File: src/rtl/uart_rx.sv
// ----------------------------------------------------------------------------
// uart_rx : 8N1 UART receiver
//
// Oversamples the asynchronous rx line at CLKS_PER_BIT clocks per bit,
// samples every bit at mid-bit and presents each correctly framed byte on
// `data` with a one-cycle `valid` strobe. A stop bit sampled low produces a
// one-cycle `frame_err` strobe instead and leaves `data` untouched.
//
// Parameters
//   CLKS_PER_BIT : clock cycles per UART bit (even, >= 4)
//   CNT_W        : bit-timing counter width (derived, do not override)
//
// Ports
//   clock     in   system clock, rising edge
//   reset_n   in   asynchronous active-low reset
//   rx        in   serial line, asynchronous to clock, idle high
//   data      out  last correctly framed byte, held until the next one
//   valid     out  one-cycle pulse when data has just been updated
//   frame_err out  one-cycle pulse when the stop bit was sampled low
//   busy      out  high whenever the receiver is not idle
// ----------------------------------------------------------------------------
module uart_rx #(
  parameter int CLKS_PER_BIT = 16,
  parameter int CNT_W        = $clog2(CLKS_PER_BIT)
) (
  input  logic       clock,
  input  logic       reset_n,
  input  logic       rx,
  output logic [7:0] data,
  output logic       valid,
  output logic       frame_err,
  output logic       busy
);

  // Compare points for the bit-timing counter: mid start bit and full bit.
  localparam logic [CNT_W-1:0] HALF_M1 = CNT_W'(CLKS_PER_BIT / 2 - 1);
  localparam logic [CNT_W-1:0] BIT_M1  = CNT_W'(CLKS_PER_BIT - 1);

  typedef enum logic [1:0] {
    IDLE  = 2'd0,
    START = 2'd1,
    DATA  = 2'd2,
    STOP  = 2'd3
  } state_t;

  // --------------------------------------------------------------------------
  // Input conditioning: two-flop synchronizer plus one history flop for the
  // falling-edge detector.
  // --------------------------------------------------------------------------
  logic rx_m;
  logic rx_s;
  logic rx_d;
  logic start_edge;

  // Reset to 1 so that the released line looks idle and no false start edge
  // appears on the first cycles after reset.
  // NOTE: sequential state is written with <= only, so every flop samples the
  // pre-edge value of its source and the order of statements does not matter.
  always_ff @(posedge clock or negedge reset_n) begin
    if (!reset_n) begin
      rx_m <= 1'b1;
      rx_s <= 1'b1;
      rx_d <= 1'b1;
    end else begin
      rx_m <= rx;
      rx_s <= rx_m;
      rx_d <= rx_s;
    end
  end

  // A 1->0 transition is required; a line stuck low never retriggers.
  assign start_edge = !rx_s && rx_d;

  // --------------------------------------------------------------------------
  // Receive FSM
  // --------------------------------------------------------------------------
  state_t           state;
  state_t           state_next;
  logic [CNT_W-1:0] cnt;
  logic [CNT_W-1:0] cnt_next;
  logic [2:0]       bit_idx;
  logic [2:0]       bit_idx_next;
  logic [7:0]       shift;
  logic [7:0]       shift_next;
  logic [7:0]       data_next;
  logic             valid_next;
  logic             frame_err_next;
  logic             busy_next;

  // NOTE: every signal driven here is given a default first, so no path
  // through the case statement can leave one unassigned and infer a latch.
  always_comb begin
    state_next     = state;
    cnt_next       = cnt + 1'b1;
    bit_idx_next   = bit_idx;
    shift_next     = shift;
    data_next      = data;
    valid_next     = 1'b0;
    frame_err_next = 1'b0;

    case (state)
      IDLE: begin
        cnt_next = '0;
        if (start_edge) begin
          state_next = START;
        end
      end

      START: begin
        // Re-check the line at mid start bit to reject short glitches.
        if (cnt == HALF_M1) begin
          cnt_next = '0;
          if (!rx_s) begin
            state_next   = DATA;
            bit_idx_next = 3'd0;
          end else begin
            state_next = IDLE;
          end
        end
      end

      DATA: begin
        // Counter was realigned at mid start bit, so each full count lands
        // at the middle of the next data bit. LSB arrives first.
        if (cnt == BIT_M1) begin
          cnt_next     = '0;
          shift_next   = {rx_s, shift[7:1]};
          bit_idx_next = bit_idx + 3'd1;
          if (bit_idx == 3'd7) begin
            state_next = STOP;
          end
        end
      end

      STOP: begin
        // Leave at mid stop bit so a start bit immediately following the
        // stop bit is caught; back-to-back frames need no idle gap.
        if (cnt == BIT_M1) begin
          cnt_next   = '0;
          state_next = IDLE;
          if (rx_s) begin
            data_next  = shift;
            valid_next = 1'b1;
          end else begin
            frame_err_next = 1'b1;
          end
        end
      end

      default: begin
        state_next = IDLE;
        cnt_next   = '0;
      end
    endcase
  end

  assign busy_next = (state_next != IDLE);

  always_ff @(posedge clock or negedge reset_n) begin
    if (!reset_n) begin
      state     <= IDLE;
      cnt       <= '0;
      bit_idx   <= 3'd0;
      shift     <= 8'h00;
      data      <= 8'h00;
      valid     <= 1'b0;
      frame_err <= 1'b0;
      busy      <= 1'b0;
    end else begin
      state     <= state_next;
      cnt       <= cnt_next;
      bit_idx   <= bit_idx_next;
      shift     <= shift_next;
      data      <= data_next;
      valid     <= valid_next;
      frame_err <= frame_err_next;
      busy      <= busy_next;
    end
  end

endmodule

File: config.mk
export PLATFORM = sky130hd
export DESIGN_NAME = uart_rx
export DESIGN_NICKNAME = d
export VERILOG_FILES = /design/src/rtl/uart_rx.sv
export SDC_FILE = /design/constraint.sdc
export NUM_CORES = 1
export LEC_CHECK = 0
export BUFFER_PORTS_ARGS = -buffer_cell sky130_fd_sc_hd__buf_2
export CORE_ASPECT_RATIO = 0.9
export CORE_MARGIN = 2
export CORE_UTILIZATION = 39
export CTS_BUF_LIST = sky130_fd_sc_hd__clkbuf_8
export CTS_CLUSTER_DIAMETER = 100
export DETAILED_ROUTE_END_ITERATION = 8
export RECOVER_POWER = 100
export SYNTH_ARGS = -nofsm -noshare
export SYNTH_HDL_FRONTEND = slang
export SYNTH_SLANG_ARGS = --single-unit
File: constraint.sdc
create_clock -name clock -period 1.9 [get_ports clock]
set_clock_uncertainty 0.2 [all_clocks]
set_input_delay 0.285 -clock clock [delete_from_list [all_inputs] [get_ports clock]]
set_output_delay 0.285 -clock clock [all_outputs]
set_load 0.01 [all_outputs]
## Yosys cells after proc, flatten, opt, wreduce, memory -nomap -nowiden

Index checks and enable logic that the tools add are counted.

| operators by class | value |
|---|---|
| muxes and demuxes | 20 |
| $add $sub $neg | 2 |
| equal/unequal tests | 9 |
| reductions and logical operators | 9 |

Operator list:

| cell | number |
|---|---|
| two-way mux 2 bit | 6 |
| one-hot mux 4 bit (3 select lines) | 1 |
| two-way mux 3 bit | 3 |
| two-way mux 4 bit | 2 |
| one-hot mux 2 bit (4 select lines) | 1 |
| two-way mux 1 bit | 6 |
| != test 2 bit, second input constant | 3 |
| one-hot mux 3 bit (2 select lines) | 1 |
| adder 4 x 1 -> 4 bit, second input constant | 1 |
| == test 2 bit, second input constant | 2 |
| == test 4 x 3 -> 1 bit, second input constant | 1 |
| == test 4 bit, second input constant | 1 |
| AND reduction 4 bit | 1 |
| nonzero test 2 bit | 2 |
| adder 3 x 1 -> 3 bit, second input constant | 1 |
| == test 3 bit, second input constant | 1 |
| AND reduction 3 bit | 1 |
| == test 2 x 1 -> 1 bit, second input constant | 1 |
| zero test 2 bit | 1 |
| AND reduction 2 bit | 1 |
| OR reduction 2 bit | 1 |
| logical AND 1 bit | 1 |
| zero test 1 bit | 1 |

| word-level totals | value |
|---|---|
| bits in registers | 31 |
| bits of input ports | 3 |
| logic and storage cells | 51 |
| output and inout bits | 11 |

## Logic depth before layout (Yosys ltp)

| logic depth | value |
|---|---|
| word-level depth | 5 |
| depth in mapped cells | 5 |
| depth with buffers taken out | 5 |

## Least setup slack after synthesis

Ideal clock, no wire load.

| path | value |
|---|---|
| path type | flip-flop to flip-flop |
| start point | reg cnt[0] |
| end point | reg shift[1] |
| path buffers | 1 |
| arrival time | 1.582 ns |
| stages on the path, launching flop included | 6 |
| period minus slack after synthesis | 1.906 ns |
| required time | 1.575 ns |
| slack | -0.006 ns |
| setup time | 0.125 ns |
| cell sequence | dfrtp_1 ha_1 nand2_4 nor4b_2 buf_2 mux2_2 |

| on the way | value |
|---|---|
| word-level cells in the longest chain between the ends | 2 |

Ends and longest elaborated chain:

| item | line | source |
|---|---|---|
| start: declaration | 79 | `logic [CNT_W-1:0] cnt;` |
| start signal: assignment | 171 | `cnt <= cnt_next;` |
| == test 4 bit | 125 | `if (cnt == BIT_M1) begin` |
| AND reduction 2 bit (no line) | -- |  |
| end signal: assignment | 173 | `shift <= shift_next;` |
| end: declaration | 83 | `logic [7:0] shift;` |

Every way passes these cells.
A chain may end at the register's enable or synchronous reset.

## Final worst setup path

| path | value |
|---|---|
| start point | reg cnt[1] |
| end point | reg shift[6] |

Same word-level chain as after synthesis.

==> impl_metrics.prom <==
# TYPE chip_impl_metric gauge
chip_impl_info{name="run_status",value="finished, final reports clean"} 1
chip_impl_metric{name="timing.reg2reg.setup_slack",unit="ns"} 0.06
chip_impl_metric{name="post_layout_utilization_of_the_core",unit="%"} 52.8
chip_impl_info{name="timing.critical_path.cells",value="ha_4 -> nand2_4 -> nor4b_4 -> buf_4 -> mux2_2"} 1
chip_impl_metric{name="die_width",unit="um"} 64.9
chip_impl_info{name="crit_path_start_kind",value="flip-flop"} 1
chip_impl_metric{name="transition_time_of_the_tightest_slew_check_pin",unit="ns"} 0.739
chip_impl_metric{name="htree_num_levels",unit=""} 2
chip_impl_metric{name="die_height",unit="um"} 58.8
chip_impl_metric{name="synth.avg_cell_area",unit="um^2"} 13.9
chip_impl_metric{name="yosysWarnings",unit=""} 0
chip_impl_metric{name="core_area",unit="um^2"} 3110
chip_impl_metric{name="post_synth_edffs",unit=""} 0
chip_impl_metric{name="worstPathMaxFanout",unit=""} 8
chip_impl_metric{name="post_route_cells_drive_above_1_share",unit="%"} 45.2
chip_impl_metric{name="area.growth.synth_to_final",unit="%"} 26.2
chip_impl_metric{name="hold_slack",unit="ns"} 0.156
chip_impl_metric{name="dieArea",unit="um^2"} 3820
chip_impl_metric{name="placed_cell_area",unit="um^2"} 1460
chip_impl_info{name="cp_top_family",value="flip-flops"} 1
chip_impl_metric{name="place_hpwl",unit="um"} 1420
chip_impl_metric{name="finalSetupViolCount",unit=""} 0
chip_impl_metric{name="largest_vdd_supply_drop",unit="V"} 0.000526
chip_impl_info{name="cts_root_buffer",value="sky130_fd_sc_hd__clkbuf_8"} 1
chip_impl_metric{name="yosysUniqueCellTypes",unit=""} 33
chip_impl_info{name="synth.largest_area_cell",value="sky130_fd_sc_hd__dfrtp_1"} 1
chip_impl_metric{name="grt_use_total",unit="%"} 13.9
chip_impl_metric{name="max_cap_viol_count",unit=""} 0
chip_impl_metric{name="gpl.final_weighted_congestion",unit=""} 0.784
chip_impl_info{name="worstSetupPathType",value="flip-flop to flip-flop"} 1
chip_impl_metric{name="p_leak",unit="nW"} 0.814
chip_impl_metric{name="yosys.area.top_type_share",unit="%"} 53.8
chip_impl_metric{name="post-route-drc-count",unit=""} 0
chip_impl_metric{name="clk_path_buf_depth",unit=""} 2
chip_impl_metric{name="worst-endpoint-arrival",unit="ns"} 1.80
chip_impl_metric{name="timing.critical_path.required",unit="ns"} 1.86
chip_impl_metric{name="max-slew-margin-rel",unit="%"} 50.7
chip_impl_metric{name="num_io_pins",unit=""} 14
chip_impl_metric{name="grt_antenna_before_repair",unit=""} 0
chip_impl_metric{name="ys_ff_latch",unit=""} 31
chip_impl_metric{name="finalWorstPathRequiredPeriod",unit="ns"} 1.84
chip_impl_metric{name="firstDrtPassIters",unit=""} 4
chip_impl_metric{name="syn-instance-count",unit=""} 94
chip_impl_metric{name="yosysSeqAreaShare",unit="%"} 59.8
chip_impl_metric{name="dr_total_vias",unit=""} 841
chip_impl_metric{name="crit_buf_inv",unit=""} 1
chip_impl_metric{name="drt_wl_total",unit="um"} 2360
chip_impl_metric{name="fin_total_pwr",unit="W"} 0.00188
chip_impl_metric{name="globalRoute.totalOverflow",unit=""} 0
chip_impl_metric{name="critical_path.max_stage_delay",unit="ns"} 0.41
chip_impl_info{name="synthTopCellsByArea",value="sky130_fd_sc_hd__dfrtp_1 54%, sky130_fd_sc_hd__mux2_2 15%, sky130_fd_sc_hd__dfstp_2 6.1%"} 1
chip_impl_metric{name="tritoncts_num_sinks",unit=""} 31
chip_impl_info{name="ys_dominant_reg_cell",value="sky130_fd_sc_hd__dfrtp_1"} 1
chip_impl_metric{name="layout_worst_path_cycle_share",unit="%"} 96.8
chip_impl_metric{name="floorplan.rows",unit=""} 19
chip_impl_metric{name="detail_route.vias_per_cell",unit=""} 5.01
chip_impl_metric{name="report.final.hold_viol_count",unit=""} 0
chip_impl_metric{name="mappedNetlistNets",unit=""} 100
chip_impl_metric{name="power_density",unit="nW/um^2"} 1140
chip_impl_metric{name="grt_start_max_net_pins",unit=""} 32
chip_impl_metric{name="synth-async-reset-ratio",unit="%"} 100
chip_impl_info{name="timing.critical_path.slowest_stage_cell",value="sky130_fd_sc_hd__dfrtp_1"} 1
chip_impl_metric{name="drv_slew",unit=""} 0
chip_impl_metric{name="drtAntennaViolNets",unit=""} 0
chip_impl_metric{name="grt_pass1_wl",unit="um"} 3890
chip_impl_metric{name="place.port_buffers",unit=""} 13
chip_impl_metric{name="dr.first_iter.drc_count",unit=""} 34
chip_impl_info{name="cts_tree",value="done"} 1
chip_impl_info{name="hp-class",value="flip-flop to flip-flop"} 1
chip_impl_info{name="post-synth-top-count-cell",value="sky130_fd_sc_hd__dfrtp_1"} 1
chip_impl_metric{name="finalNetCount",unit=""} 131
chip_impl_metric{name="finalInstanceArea",unit="um^2"} 1640
chip_impl_metric{name="timing.final.ws_setup",unit="ns"} 0.0605
chip_impl_metric{name="place_worst_setup_slack",unit="ns"} 0.0782
chip_impl_metric{name="cts_inserted_buffers",unit=""} 5
chip_impl_metric{name="diodes",unit=""} 0
chip_impl_metric{name="start_util",unit="%"} 41.8
chip_impl_metric{name="first_global_vias",unit=""} 835
chip_impl_metric{name="route.detailed.wl_per_inst",unit="um"} 14.1
chip_impl_info{name="yosys-top-cells-count",value="28 x sky130_fd_sc_hd__dfrtp_1, 17 x sky130_fd_sc_hd__mux2_2, 4 x sky130_fd_sc_hd__a21oi_1, 4 x sky130_fd_sc_hd__nor2_1"} 1
chip_impl_metric{name="fillers",unit=""} 281
chip_impl_metric{name="synth_area",unit="um^2"} 1300
chip_impl_metric{name="clk_latency",unit="ns"} 0.28
chip_impl_metric{name="worst_setup_hold_path_clk_slew",unit="ns"} 0.06
chip_impl_metric{name="max_freq",unit="GHz"} 0.544
chip_impl_info{name="cp-end-kind",value="flip-flop"} 1
[per-layer routing]
layer | wire, um | vias to the layer above | part of all wire [%] | global-route usage (%)
met5 | 0 | - | 0 | 0
met4 | 65 | 0 | 2.7 | 10.3
met3 | 70 | 5 | 3.0 | 4.02
met2 | 1080 | 14 | 46 | 20.2
met1 | 1150 | 415 | 49 | 17.9
li1 | - | 407 | - | -
[worst paths after layout]
check,from,end,cells after the start
setup / recovery,cnt[1]$_DFF_PN0_,shift[6]$_DFFE_PN0P_,5
hold / removal,rx_m$_DFF_PN1_,rx_s$_DFF_PN1_,0
setup reg to reg,cnt[1]$_DFF_PN0_,shift[6]$_DFFE_PN0P_,5
hold reg to reg,rx_m$_DFF_PN1_,rx_s$_DFF_PN1_,0
max in group asynchronous,reset_n,bit_idx[0]$_DFFE_PN0P_,2
min in group asynchronous,reset_n,cnt[2]$_DFF_PN0_,2
[flip-flops by register name, summed over array words and instances (netlist names), 2 cells and up]
signal and count:
data 8, state 2, bit_idx 3, shift 8, cnt 4
[area by class of cell]
| class | instances | area (um^2) | area share [%] |
|---|---|---|---|
| well taps | 42 | 52.6 | 3.20 |
| inverters | 2 | 7.51 | 0.457 |
| flip-flops and latches | 31 | 779 | 47.4 |
| repair buffers | 28 | 184 | 11.2 |
| multi-input cells | 57 | 520 | 31.7 |
| clock buffers | 7 | 96.3 | 5.86 |
| clock inverters | 1 | 3.75 | 0.228 |
[through the flow]
stage / TNS (ns) / std cells
3_5_place_dp: 0 / 152
3_3_place_gp: 0 / 152
5_1_grt: -0.0530 / 168
4_1_cts: 0 / 162
2_1_floorplan: 0 / 94
6_report: 0 / 168
[power breakdown]
part / internal (W) / total, W / switching [W]
clock: 0.000325 / 0.000563 / 0.000238
combinational: 0.000251 / 0.000515 / 0.000264
sequential: 0.000737 / 0.000804 / 0.0000670
total: 0.00131 / 0.00188 / 0.000570
[layout by cell type, fill, tap and decap left out, types with 3 or more instances in the layout]
cell,instances
sky130_fd_sc_hd__dfrtp_1,28
sky130_fd_sc_hd__a21oi_1,4
sky130_fd_sc_hd__dfstp_2,3
sky130_fd_sc_hd__o21ai_0,3
sky130_fd_sc_hd__buf_2,10
sky130_fd_sc_hd__buf_4,12
sky130_fd_sc_hd__a22o_1,3
sky130_fd_sc_hd__mux2_2,17
sky130_fd_sc_hd__inv_1,3
sky130_fd_sc_hd__nor2_1,4
sky130_fd_sc_hd__clkbuf_8,7
[cells by family after synthesis]
kind of cell,synth area share [%]
adder cells (fa/ha/maj),2.88
XOR/XNOR,0.673
AO/OA/AOI/OAI,9.51
multiplexers,14.7
AND/OR/NAND/NOR,10.6
buffers and inverters,1.82
flip-flops,59.8
[worst reg2reg max path, delay by kind of cell, from the launching register on]
kind                       cells  cell delay, ns
adders and majority gates      1            0.17
buffers and inverters          1            0.20
muxes                          1            0.34
DFF                            1            0.41
and+or+nand+nor                2            0.41
[repair_timing]
item,CTS,global route
resized for setup,0,5
endpoints found under the setup margin,0,16
hold buffers,2,0
buffers inserted,0,5
hold endpoints to repair,29,0
Note: power is estimated with default switching activity, not from simulation.
